### src/rtl/lif_seq.sv
// lif_seq: N_OUT leaky integrate-and-fire neurons sharing one datapath.
// Each timestep walks neuron j = 0..N_OUT-1. For each neuron it spends N_IN
// cycles accumulating the weights of the latched spiking inputs. It then
// spends one cycle applying leak, saturation and the threshold test. A
// single DONE cycle publishes the spike vector.
//
// Ports
//   clk, rstn   : rising-edge clock, asynchronous active-low reset
//   start       : request a timestep (honoured only in IDLE)
//   in_spikes   : presynaptic spikes, latched when start is accepted
//   cfg_we/addr/wdata : weight write, index = neuron*N_IN + input
//   cfg_err     : one-cycle pulse after a rejected write
//   busy        : high while accumulating/updating
//   done        : one-cycle pulse, coincident with new out_spikes
//   out_spikes  : spike result, held between done pulses
module lif_seq #(
    parameter int V_SIZE = 8,
    parameter int N_IN   = 3,
    parameter int N_OUT  = 2,
    parameter int THRESH = 8,
    parameter int LEAK   = 1,
    localparam int NW    = N_IN * N_OUT,
    localparam int AW    = (NW > 1) ? $clog2(NW) : 1
) (
    input  logic                     clk,
    input  logic                     rstn,
    input  logic                     start,
    input  logic [N_IN-1:0]          in_spikes,
    input  logic                     cfg_we,
    input  logic [AW-1:0]            cfg_addr,
    input  logic signed [V_SIZE-1:0] cfg_wdata,
    output logic                     cfg_err,
    output logic                     busy,
    output logic                     done,
    output logic [N_OUT-1:0]         out_spikes
);

    localparam int IW    = (N_IN > 1) ? $clog2(N_IN) : 1;
    localparam int JW    = (N_OUT > 1) ? $clog2(N_OUT) : 1;
    // Worst-case sum of N_IN weights plus a sign bit of headroom.
    localparam int ACC_W = V_SIZE + $clog2(N_IN) + 1;
    // Update arithmetic width: v - leak + acc cannot overflow here.
    localparam int DW    = ACC_W + 2;

    localparam logic signed [DW-1:0]     VMAX_D = DW'((1 << (V_SIZE-1)) - 1);
    localparam logic signed [DW-1:0]     VMIN_D = DW'(-(1 << (V_SIZE-1)));
    localparam logic signed [V_SIZE-1:0] VMAX_V = V_SIZE'((1 << (V_SIZE-1)) - 1);
    localparam logic signed [V_SIZE-1:0] VMIN_V = V_SIZE'(-(1 << (V_SIZE-1)));
    localparam logic signed [V_SIZE-1:0] THR_V  = V_SIZE'(THRESH);
    localparam logic [IW-1:0]            I_LAST = IW'(N_IN - 1);
    localparam logic [JW-1:0]            J_LAST = JW'(N_OUT - 1);
    localparam logic [AW:0]              NW_L   = (AW+1)'(NW);

    localparam logic [1:0] IDLE = 2'd0;
    localparam logic [1:0] ACC  = 2'd1;
    localparam logic [1:0] UPD  = 2'd2;
    localparam logic [1:0] DONE = 2'd3;

    logic [1:0]                     state;
    logic [IW-1:0]                  i;
    logic [JW-1:0]                  j;
    logic [N_IN-1:0]                spk_in;
    logic signed [ACC_W-1:0]        acc;
    logic [N_OUT-1:0][V_SIZE-1:0]   v;
    logic [NW-1:0][V_SIZE-1:0]      w;
    logic [N_OUT-1:0]               spk;

    logic [AW-1:0]                  widx;
    logic signed [V_SIZE-1:0]       w_cur;
    logic signed [V_SIZE-1:0]       v_cur;
    logic signed [DW-1:0]           v_ext;
    logic signed [DW-1:0]           acc_ext;
    logic signed [DW-1:0]           v_n;
    logic signed [V_SIZE-1:0]       v_sat;
    logic                           fire;
    logic [N_OUT-1:0]               spk_nx;
    logic                           wr_ok;

    assign widx    = AW'(int'(j) * N_IN + int'(i));
    assign w_cur   = w[widx];
    assign v_cur   = v[j];
    assign v_ext   = DW'(v_cur);
    assign acc_ext = DW'(acc);
    assign v_n     = v_ext - (v_ext >>> LEAK) + acc_ext;

    always_comb begin
        v_sat = v_n[V_SIZE-1:0];
        if (v_n > VMAX_D)
            v_sat = VMAX_V;
        else if (v_n < VMIN_D)
            v_sat = VMIN_V;
    end

    assign fire = (v_sat >= THR_V);

    always_comb begin
        spk_nx    = spk;
        spk_nx[j] = fire;
    end

    // Writes land only while idle so an evaluation never sees a weight
    // change mid-flight; a write alongside start still lands first.
    assign wr_ok = cfg_we && (state == IDLE) && ({1'b0, cfg_addr} < NW_L);

    assign busy = (state == ACC) || (state == UPD);
    assign done = (state == DONE);

    always_ff @(posedge clk or negedge rstn) begin
        if (!rstn) begin
            state      <= IDLE;
            i          <= '0;
            j          <= '0;
            spk_in     <= '0;
            acc        <= '0;
            v          <= '0;
            w          <= '0;
            spk        <= '0;
            out_spikes <= '0;
            cfg_err    <= 1'b0;
        end else begin
            cfg_err <= cfg_we && !wr_ok;
            if (wr_ok)
                w[cfg_addr] <= cfg_wdata;

            case (state)
                IDLE: begin
                    if (start) begin
                        spk_in <= in_spikes;
                        i      <= '0;
                        j      <= '0;
                        acc    <= '0;
                        state  <= ACC;
                    end
                end
                ACC: begin
                    if (spk_in[i])
                        acc <= acc + ACC_W'(w_cur);
                    if (i == I_LAST)
                        state <= UPD;
                    else
                        i <= i + 1'b1;
                end
                UPD: begin
                    v[j] <= fire ? '0 : v_sat;
                    spk  <= spk_nx;
                    if (j == J_LAST) begin
                        out_spikes <= spk_nx;
                        state      <= DONE;
                    end else begin
                        j     <= j + 1'b1;
                        i     <= '0;
                        acc   <= '0;
                        state <= ACC;
                    end
                end
                default: state <= IDLE;
            endcase
        end
    end

endmodule

### config.mk
export PLATFORM = sky130hd
export DESIGN_NAME = lif_seq
export DESIGN_NICKNAME = d
export VERILOG_FILES = /design/src/rtl/lif_seq.sv
export SDC_FILE = /design/constraint.sdc
export NUM_CORES = 1
export LEC_CHECK = 0
export BUFFER_PORTS_ARGS = -buffer_cell sky130_fd_sc_hd__clkbuf_2
export CORE_UTILIZATION = 50
export DETAILED_ROUTE_END_ITERATION = 16
export PLACE_DENSITY = 0.67
export SYNTH_ARGS = -nofsm -noshare
export SYNTH_HDL_FRONTEND = slang
export SYNTH_SLANG_ARGS = --single-unit
### constraint.sdc
create_clock -name clk -period 5.15 [get_ports clk]
set_clock_uncertainty 0.15 [all_clocks]
set_input_delay 0.2575 -clock clk [delete_from_list [all_inputs] [get_ports clk]]
set_output_delay 0.2575 -clock clk [all_outputs]
set_load 0.005 [all_outputs]
==> results.json <==
{
  "slew_violations": 0,
  "cts-root-buf": "clkbuf_8",
  "core-area_sq_um": 10300,
  "clk-insertion-delay-late_ps": 360,
  "dieArea_sq_um": 11000,
  "worstPathRequired_ps": 5220,
  "syn_nets": 549,
  "end_kind": "register",
  "max_freq_ghz": 0.218,
  "vias_per_cell": 5.81,
  "vias": 3818,
  "dieWidth_microns": 105,
  "synth.avg_cell_area_sq_um": 10.8,
  "dpl.hpwl_mm": 7.96,
  "cp-start-kind": "register",
  "cts_tree": "built",
  "rows": 37,
  "netlist_top_cells_area": "dfrtp_1, mux2_2, ha_1",
  "worst_pin_slew_ps": 1220,
  "htree_levels": 3,
  "grt_overflow": 0,
  "cap_violations": 0,
  "final.setup.tns_ps": 0,
  "multi_input_area_sq_um": 2910,
  "ys_seq_area_share_pct": 41.1,
  "die_h_microns": 105,
  "placedCellCount": 637,
  "fin_crit_ps": 4580,
  "finalNetCount": 574,
  "timing.final.crit_share_pct": 89.0,
  "cp_data_arrival_time_ps": 4650,
  "hp-class": "in -> reg",
  "clkTransAtPathRegs_ps": 80,
  "ys_warn_count": 0,
  "place_area_sq_um": 5540,
  "synth-main-ff-cell": "dfrtp_1",
  "final_cell_area_sq_um": 5800,
  "cts_buffer_depth": 2,
  "wirelength_mm": 10.8,
  "ys_seq_elements": 87,
  "drive_above_1_share_pct": 21.5,
  "drt-pass1-iter-count": 4,
  "grt_max_degree": 82,
  "synth_area_sq_um": 5300,
  "critical_path_class": "reg -> reg",
  "hold_violations": 0,
  "floorplan.initialDensity_pct": 51.6,
  "final_cells": 657,
  "cts_setup_buffers": 0,
  "drc": 0,
  "syn_inst": 492,
  "synth_top_cell_by_area": "dfrtp_1",
  "drt_iter0_markers": 155,
  "synth_edf_count": 0,
  "grt_pass1_vias": 3915,
  "yosysTopAreaCellShare_pct": 41.1,
  "grt_setup_unrepaired": "false",
  "grtUsageTotal_pct": 21.7,
  "setup_viol_count_final": 0,
  "async_flop_share_pct": 100,
  "relSlewSlack_pct": 18.8,
  "clkSinkCount": 87,
  "antennaDiodeCount": 0,
  "numCtsBuffers": 9,
  "ys_types": 57,
  "area_delta_synth_final_pct": 9.52,
  "wl_per_cell_microns": 16.4,
  "critPathMaxFanout": 15,
  "register_area_sq_um": 2180,
  "status": "complete, no violations",
  "ant_nets": 0,
  "port_buffers": 22,
  "grt_pass1_wl_mm": 18.9,
  "antenna_found_initial": 0,
  "fill_cells": 946,
  "ioPinCount": 23,
  "place_congestion": 0.869
}
## worst paths after layout
kind / start / endpoint / slack, ps / cells after the start
setup / recovery: j$_DFFE_PN0P_ / v[6]$_DFFE_PN0P_ / 570 / 9
hold / removal: cfg_addr[2] / cfg_err$_DFF_PN0_ / 30 / 3
setup reg to reg: j$_DFFE_PN0P_ / v[6]$_DFFE_PN0P_ / 570 / 9
hold reg to reg: spk[0]$_DFFE_PN0P_ / out_spikes[0]$_DFFE_PN0P_ / 330 / 2
max in group asynchronous: rstn / w[45]$_DFFE_PN0P_ / 3570 / 3
min in group asynchronous: rstn / v[9]$_DFFE_PN0P_ / 80 / 2
## cells in the final DEF, fill, tap and decap left out, types with 5 or more instances in the layout
| master | instances |
|---|---|
| a21o_1 | 8 |
| mux4_2 | 8 |
| inv_1 | 39 |
| nand4_1 | 7 |
| nor2_1 | 15 |
| o41ai_1 | 9 |
| fa_1 | 9 |
| clkbuf_8 | 9 |
| clkbuf_2 | 21 |
| mux2i_1 | 16 |
| nand3_1 | 10 |
| dfrtp_1 | 87 |
| ha_1 | 30 |
| xnor2_1 | 9 |
| o311ai_1 | 7 |
| o21ai_0 | 22 |
| or3_1 | 5 |
| dlygate4sd3_1 | 5 |
| nand2_1 | 54 |
| mux2_2 | 54 |
| a21oi_1 | 14 |
| nor2b_1 | 7 |
## synthesized netlist by cell type (2+ instances only)
| library cell | n |
|---|---|
| o41ai_1 | 9 |
| o21a_1 | 4 |
| inv_1 | 39 |
| nor2_1 | 15 |
| clkbuf_1 | 8 |
| o211ai_1 | 4 |
| nand3b_1 | 2 |
| dfrtp_1 | 87 |
| or3_1 | 5 |
| a21o_1 | 8 |
| and2_1 | 4 |
| nand4_1 | 7 |
| nand2_1 | 54 |
| xor2_1 | 4 |
| o311ai_1 | 7 |
| buf_2 | 5 |
| o31ai_1 | 2 |
| or2_2 | 3 |
| a22o_1 | 2 |
| nor3_1 | 4 |
| o21ai_1 | 4 |
| o311ai_0 | 2 |
| a31oi_1 | 2 |
| ha_1 | 30 |
| o2111ai_1 | 3 |
| mux2i_1 | 16 |
| o22ai_1 | 2 |
| buf_1 | 3 |
| a21oi_1 | 14 |
| mux2_2 | 54 |
| fa_1 | 9 |
| nand3_1 | 10 |
| o21ai_0 | 22 |
| xnor2_1 | 9 |
| nor2b_1 | 7 |
| nand2b_1 | 4 |
| mux4_2 | 8 |
## worst max-delay path, stage by stage (launching register included)
cell       delay (ps)
dfrtp_1           760
mux2_2            440
fa_1              490
fa_1              510
a211oi_2          340
o21ai_0           180
a2111o_1          400
nand3_2           100
o2111ai_1         560
o41ai_1           510
## area by class of cell
cell class,count,share of cell area (%)
sequential,87,37.5
clock buffer,9,2.13
multi-input combinational,349,50.1
timing repair buffer,30,3.19
tap,136,2.93
clock inverter,6,1.57
inverter,40,2.59
## kinds of logic (layout without fill, tap and decap cells)
logic type,count (synthesis),after routing,share of synthesized area (%)
flops,87,87,41.1
fa+ha+maj,39,39,10.5
compound gates,98,98,13.0
buf+inv,56,85,4.08
xor+xnor,13,13,2.15
simple gates,121,121,11.3
mux,78,78,17.9
## per-layer routing
metal	share of wire [%]	vias to the layer above	track usage [%]
met4	2.6	0	9.36
met2	52	56	38.1
met5	0	-	0
met1	44	1909	26.5
li1	-	1832	-
met3	2.0	21	3.12
## registers in the layout, indices dropped and copies added (netlist names)
register and flops:
v 16, state 2, i 2, out_spikes 2, spk 1, w 48, spk_in 3, j 1
acc 11, cfg_err 1
## stage by stage
step           util, %  hold slack (ps)  worst slack [ps]
2_1_floorplan        -             -188              1120
3_3_place_gp      53.9            -74.6               700
3_5_place_dp      53.9            -72.9               587
4_1_cts           56.5             8.97               553
5_1_grt           56.5             20.9               259
6_report          56.5             26.9               568
## timing repair
item / 4_1_cts / 5_1_grt
hold buffers: 5 / 0
gates resized for setup: 0 / 0
endpoints found under the hold margin: 10 / 0
Power is not shown: default switching activity piles up to over one toggle a cycle in this logic, so the estimate is an artifact.
